--- src/rtl/if_pkg.sv ---
// ---------------------------------------------------------------------------
// if_pkg : shared definitions for the instruction-fetch stage.
//   - NOP_INSTR       : encoding used for bubbles in pipeline registers
//   - fetch_state_e   : fetch FSM encoding (START / RUN / HALT)
//   - ifid_t          : IF/ID pipeline register payload
//   - reset constants : values loaded while rst_n is low
// ---------------------------------------------------------------------------
package if_pkg;

    localparam logic [31:0] NOP_INSTR = 32'h0000_0000;

    typedef enum logic [1:0] {
        ST_START = 2'd0,
        ST_RUN   = 2'd1,
        ST_HALT  = 2'd2
    } fetch_state_e;

    // valid sits at the top so the packed value reads {valid, pc+4, instr}.
    typedef struct packed {
        logic        valid;
        logic [31:0] pc_plus4;
        logic [31:0] instr;
    } ifid_t;

    localparam int unsigned IFID_W = $bits(ifid_t);

    // A bubble is a NOP with no PC and valid low; it is also the reset value.
    localparam ifid_t IFID_BUBBLE = '{valid: 1'b0, pc_plus4: 32'h0, instr: NOP_INSTR};

    localparam fetch_state_e RST_STATE  = ST_START;
    localparam logic         RST_HALTED = 1'b0;

endpackage

--- src/rtl/ifid_reg.sv ---
// ---------------------------------------------------------------------------
// ifid_reg : generic pipeline register with load / hold / bubble control.
//   Used for IF/ID; written width-generic so the later ID/EX-style registers
//   can reuse it with their own payload and bubble value.
//
// Ports
//   clk       in   rising-edge clock
//   rst_n     in   asynchronous active-low reset (loads BUBBLE)
//   load_i    in   capture d_i on the next edge
//   bubble_i  in   load BUBBLE on the next edge (wins over load_i)
//   d_i       in   W-bit payload
//   q_o       out  W-bit registered payload
//   With neither load_i nor bubble_i the register holds.
// ---------------------------------------------------------------------------
module ifid_reg #(
    parameter int unsigned     W      = 65,
    parameter logic [W-1:0]    BUBBLE = '0
) (
    input  logic         clk,
    input  logic         rst_n,
    input  logic         load_i,
    input  logic         bubble_i,
    input  logic [W-1:0] d_i,
    output logic [W-1:0] q_o
);

    logic [W-1:0] data_q;

    always_ff @(posedge clk or negedge rst_n) begin
        if (!rst_n) begin
            data_q <= BUBBLE;
        end else if (bubble_i) begin
            data_q <= BUBBLE;
        end else if (load_i) begin
            data_q <= d_i;
        end
    end

    assign q_o = data_q;

endmodule

--- src/rtl/if_fetch_stage.sv ---
// ---------------------------------------------------------------------------
// if_fetch_stage : MIPS instruction-fetch stage.
//   Owns the PC, drives it as a byte address into a combinational big-endian
//   instruction memory and captures the returned word into IF/ID. Handles
//   hazard stall, branch/jump redirect and running off the end of memory.
//
// Ports
//   clk            in   rising-edge clock
//   rst_n          in   asynchronous active-low reset
//   stall          in   hold PC and IF/ID
//   redirect       in   taken branch/jump from a later stage (beats stall)
//   redirect_pc    in   redirect target; low two bits are dropped
//   imem_addr      out  byte address to instruction memory (= PC)
//   imem_data      in   instruction word for imem_addr
//   ifid_instr     out  registered instruction (NOP on bubble)
//   ifid_pc_plus4  out  registered PC+4 of ifid_instr
//   ifid_valid     out  ifid_instr is a real fetched word
//   halted         out  FSM is in HALT
//   fetch_count    out  saturating count of valid words captured
// ---------------------------------------------------------------------------
import if_pkg::*;

module if_fetch_stage #(
    parameter logic [31:0] RESET_PC = 32'h0000_0000,
    parameter int unsigned MEM_SIZE = 1024,
    parameter int unsigned CNT_W    = 16
) (
    input  logic             clk,
    input  logic             rst_n,
    input  logic             stall,
    input  logic             redirect,
    input  logic [31:0]      redirect_pc,
    output logic [31:0]      imem_addr,
    input  logic [31:0]      imem_data,
    output logic [31:0]      ifid_instr,
    output logic [31:0]      ifid_pc_plus4,
    output logic             ifid_valid,
    output logic             halted,
    output logic [CNT_W-1:0] fetch_count
);

    // Highest byte address at which a full word can still be fetched.
    localparam logic [31:0] LAST_PC = 32'(MEM_SIZE - 4);

    fetch_state_e     state_q, state_d;
    logic [31:0]      pc_q, pc_d;
    logic             halted_q;
    logic [CNT_W-1:0] cnt_q;

    logic [31:0]      pc_plus4;
    logic [31:0]      tgt;
    logic             tgt_ok;
    logic             ld_en;
    logic             bub_en;
    logic             cnt_inc;
    ifid_t            ifid_d, ifid_q;

    assign pc_plus4 = pc_q + 32'd4;
    // Masking keeps every redirect_pc bit in the expression; bits [1:0] are
    // simply forced to zero.
    assign tgt      = redirect_pc & ~32'd3;
    assign tgt_ok   = (tgt <= LAST_PC);

    // -----------------------------------------------------------------------
    // Next-state / control decode. Priority: redirect > stall > advance.
    // -----------------------------------------------------------------------
    always_comb begin
        state_d = state_q;
        pc_d    = pc_q;
        ld_en   = 1'b0;
        bub_en  = 1'b0;
        cnt_inc = 1'b0;

        unique case (state_q)
            ST_START, ST_RUN: begin
                if (redirect) begin
                    // Current fetch is wrong-path: squash it.
                    pc_d    = tgt;
                    bub_en  = 1'b1;
                    state_d = tgt_ok ? ST_RUN : ST_HALT;
                end else if (stall) begin
                    // START lasts one cycle even when stalled; an illegal
                    // reset PC goes straight to HALT.
                    if (state_q == ST_START) begin
                        state_d = (pc_q > LAST_PC) ? ST_HALT : ST_RUN;
                    end
                end else if (pc_q > LAST_PC) begin
                    // Only reachable from START with an out-of-range
                    // RESET_PC; memory must not be read here.
                    bub_en  = 1'b1;
                    state_d = ST_HALT;
                end else begin
                    ld_en   = 1'b1;
                    cnt_inc = 1'b1;
                    if (pc_plus4 > LAST_PC) begin
                        // Last legal slot: capture it, then park the PC on it.
                        state_d = ST_HALT;
                    end else begin
                        pc_d    = pc_plus4;
                        state_d = ST_RUN;
                    end
                end
            end

            ST_HALT: begin
                if (redirect) begin
                    bub_en = 1'b1;
                    if (tgt_ok) begin
                        pc_d    = tgt;
                        state_d = ST_RUN;
                    end
                end else if (!stall) begin
                    bub_en = 1'b1;
                end
            end

            default: begin
                state_d = ST_HALT;
                bub_en  = 1'b1;
            end
        endcase
    end

    // -----------------------------------------------------------------------
    // FSM, PC and counter state with registered outputs.
    // -----------------------------------------------------------------------
    always_ff @(posedge clk or negedge rst_n) begin
        if (!rst_n) begin
            state_q  <= RST_STATE;
            pc_q     <= RESET_PC;
            halted_q <= RST_HALTED;
            cnt_q    <= '0;
        end else begin
            state_q  <= state_d;
            pc_q     <= pc_d;
            halted_q <= (state_d == ST_HALT);
            if (cnt_inc && (cnt_q != {CNT_W{1'b1}})) begin
                cnt_q <= cnt_q + 1'b1;
            end
        end
    end

    // -----------------------------------------------------------------------
    // IF/ID register
    // -----------------------------------------------------------------------
    always_comb begin
        ifid_d          = IFID_BUBBLE;
        ifid_d.valid    = 1'b1;
        ifid_d.pc_plus4 = pc_plus4;
        ifid_d.instr    = imem_data;
    end

    ifid_reg #(
        .W      (IFID_W),
        .BUBBLE (IFID_BUBBLE)
    ) u_ifid_reg (
        .clk      (clk),
        .rst_n    (rst_n),
        .load_i   (ld_en),
        .bubble_i (bub_en),
        .d_i      (ifid_d),
        .q_o      (ifid_q)
    );

    assign imem_addr     = pc_q;
    assign ifid_instr    = ifid_q.instr;
    assign ifid_pc_plus4 = ifid_q.pc_plus4;
    assign ifid_valid    = ifid_q.valid;
    assign halted        = halted_q;
    assign fetch_count   = cnt_q;

endmodule

--- config.mk ---
export PLATFORM = sky130hd
export DESIGN_NAME = if_fetch_stage
export DESIGN_NICKNAME = d
export VERILOG_FILES = /design/src/rtl/if_pkg.sv /design/src/rtl/ifid_reg.sv /design/src/rtl/if_fetch_stage.sv
export SDC_FILE = /design/constraint.sdc
export NUM_CORES = 1
export LEC_CHECK = 0
export ABC_AREA = 1
export CAP_MARGIN = 25
export CORE_AREA = 10 10 152 154
export DETAILED_ROUTE_END_ITERATION = 8
export DIE_AREA = 0 0 162 164
export PLACE_DENSITY_LB_ADDON = 0.2
export SLEW_MARGIN = 20
export SYNTH_ARGS = -nofsm -noshare
export SYNTH_HDL_FRONTEND = slang
export SYNTH_SLANG_ARGS = --single-unit
--- constraint.sdc ---
create_clock -name clk -period 2.6 [get_ports clk]
set_input_delay 0.65 -clock clk [delete_from_list [all_inputs] [get_ports clk]]
set_output_delay 0.65 -clock clk [all_outputs]
set_load 0.01 [all_outputs]
==> results.md <==
- Hpwl dp: 15.6 mm
- FFs w/ async S/R, synth: 100%
- Lkg Pwr: 3.86 nW
- Largest net degree at the start of global routing: 58
- Outcome: finished clean
- RSZ-0062 raised after global routing: yes
- DR WL/cell: 16.7 microns
- Core area: 0.0200 sq mm
- Cell mode on critical path: buf_4
- Initial antenna violation count: 0
- Placer Congestion: 0.902
- Commonest non-fill, non-tap cell in the layout: nand2_1
- CTS tree: yes
- Vias in the first global route: 5670
- Row cnt: 52
- DR DRC count: 0
- Worst-path maximum fanout: 15
- Final setup violating endpoints: 0
- Origin of the worst setup path: redirect_pc[16]
- P&R area growth vs syn: 45.8%
- Combinational group share of total power: 7.2%
- Final Hold Fails: 0
- CP cell instances: clkdlybuf4s50_1 -> nor4_2 -> buf_4 -> nand3_1 -> nor3_2 -> buf_4 -> o211ai_1 -> inv_2 -> buf_4 -> nand2_8 -> nand2_1 -> nand2_1
- Number of detailed-route iterations in the first pass: 5
- First-pass GRT wire length: 32.0 mm
- Final max-slew violation count: 0
- Count of input and output buffers: 175
- Flop2flop setup slack: 0.16 ns
- Nature of the critical path startpoint: input pin
- Total Wirelength: 20.6 mm
- CTS root buf: clkbuf_16
- Seq pwr share: 51.5%
- Gate Count Post-Synth: 751
- Remaining Overflow, GRT: 0
- WP data arrival: 2.71 ns
- Commonest cells after routing, fill and taps aside: nand2_1 (208), clkdlybuf4s50_1 (174), dfrtp_1 (107)
- CP Depth: 12
- FF+latch count, synth: 112
- Clock Sinks: 112
- CP endpoint: imem_addr[28]
- Crit end category: flip-flop
- Vias/cell: 4.68
- Slowest stage delay, CP: 0.45 ns
- Grt peak-use layer: met2
- Internal cell power: 0.00255 W
- Post-route total power: 0.00339 W
- Post-route antenna net violation count: 0
- Clk_skew: 0.0183 ns
- Net Sw Power: 0.000838 W
- R2R cell count: 14
- Total Neg Setup Slack: 0 ns
- Initial Utilization: 29.6%
- Maximum buffer depth of the clock tree: 2
- Clock slew at reported path FFs: 0.08 ns
- Worst vdd rail ir drop: 275 uV
- Number of enable flip-flop cells after synthesis: 0
- Synth Area per Inst: 7.90 sq um
- Cell family with the largest share of critical-path delay: buffers and inverters
- Cell variety after synth: 35
- M2 GR Usage: 23.7%
- Layout cells sized above 1: 11.2%
- Pwr dens: 392 mW/mm^2
- Fin crit period: 2.46 ns
- Via count: 5773
- RR Endpoint: imem_addr[16]
- Register area share after synthesis: 47.2%
- GRT met3 Usage: 4.03%
- Clock network power share: 41.3%
- Final worst-path cycle share: 94.5%
- Mapped Area: 0.00593 sq mm
- M1 GR Usage: 20.5%
- DR iter-0 viols: 404
- Worst skew pair latency: 0.36 ns
- Critical Path RT: 2.85 ns
- Width of the die: 162 microns
- Nets: 1029
- # diodes: 0
- Worst hold-check path type: in2async
- Synth Flop Type: dfrtp_1
- Die extent in y: 164 microns
- Net Sw Frac: 24.7%
- CP bufs+invs: 5
- CTS Buf Count: 9
- CP max-delay cell: clkdlybuf4s50_1
- Layout fillers: 2122
- Hold buffer count at CTS: 0
- Setup CP Type: in2reg
- # IOs: 182
- Warnings, synthesis: 0
- H-tree depth: 3
- Die ar.: 0.0266 sq mm
- Reg2reg start: imem_addr[2]
- GRT Util Overall: 15.1%
- Max Clk Rate: 407 MHz
- Max cap viols: 0
## power by group through the flow
stage	Clock [W]	Sequential (W)	Combinational [W]
after floorplan	0	0.00178	0.0000592
after global placement	0	0.00178	0.000244
after detailed placement	0	0.00178	0.000244
after CTS	0.00145	0.00174	0.000246
after global routing	0.00151	0.00174	0.000268
final	0.00140	0.00174	0.000244
## timing repair
action | in CTS | in global routing
buffers inserted | 0 | 3
gates resized for setup | 0 | 20
endpoints found under the setup margin | 0 | 34
## worst min-delay path by stage
stage | slack, ns | to | cells after the start
3_3_place_gp | 0.47 | u_ifid_reg.q_o[43] | 1
6_report | 0.1 | u_ifid_reg.q_o[43] | 1
3_5_place_dp | 0.47 | u_ifid_reg.q_o[43] | 1
5_1_grt | 0.08 | u_ifid_reg.q_o[43] | 1
4_1_cts | 0.08 | u_ifid_reg.q_o[43] | 1
2_1_floorplan | 0.35 | fetch_count[0] | 0
## through the flow
stage	setup slack, ns	util, %	instances	instance area [sq um]	hold slack (ns)
2_1_floorplan	0.421	-	754	5940	0.354
3_3_place_gp	-0.355	41.1	1212	8240	0.469
3_5_place_dp	-0.348	41.1	1212	8240	0.468
4_1_cts	0.0156	42.6	1228	8530	0.0815
5_1_grt	-0.0556	43.2	1233	8650	0.0826
6_report	0.143	43.2	1233	8650	0.0974
## metal layers
metal | routed length, microns | vias to the layer above
li1 | - | 2831
met4 | 197 | 0
met1 | 9800 | 2697
met2 | 9110 | 229
met3 | 1500 | 16
met5 | 0 | -
## cells by family after synthesis
group                    share of synthesized area, %
XOR/XNOR                                         3.10
adder cells (fa/ha/maj)                         0.633
AO/OA/AOI/OAI                                    9.41
other                                          0.0632
flip-flops                                       47.2
multiplexers                                    0.759
AND/OR/NAND/NOR                                  30.6
buffers and inverters                            8.14
## synthesized netlist by cell type (4+ instances only)
cell / number / area share (%)
a22o_1: 36 / 5.3
nand2_1: 210 / 13
a31oi_1: 12 / 1.3
dfrtp_1: 112 / 47
nor2_4: 8 / 1.5
xnor2_1: 8 / 1.2
buf_4: 4 / 0.51
nor4_1: 4 / 0.42
nor2_2: 4 / 0.42
o21ai_0: 27 / 2.3
nor3_1: 6 / 0.51
xor2_1: 13 / 1.9
nand4_1: 11 / 1.2
nor2_1: 98 / 6.2
nand2_2: 5 / 0.53
buf_6: 6 / 1.1
clkbuf_1: 14 / 0.89
nand3_1: 65 / 5.5
mux2_2: 4 / 0.76
inv_1: 80 / 5.1
## final cells by class
type | count | area [sq um] | share of cell area [%]
Clock buffer | 9 | 225 | 2.60
Sequential cell | 112 | 2810 | 32.5
Multi-Input combinational cell | 532 | 2750 | 31.8
Timing Repair Buffer | 220 | 2150 | 24.9
Tap cell | 270 | 338 | 3.91
Inverter | 83 | 312 | 3.60
Clock inverter | 7 | 66.3 | 0.767
## registers in the layout, summed over array words and instances, names as in the netlist
register        cells
imem_addr          30
halted              1
u_ifid_reg.q_o     63
state_q             2
fetch_count        16
No activity file was read; power rests on OpenSTA's default activity.
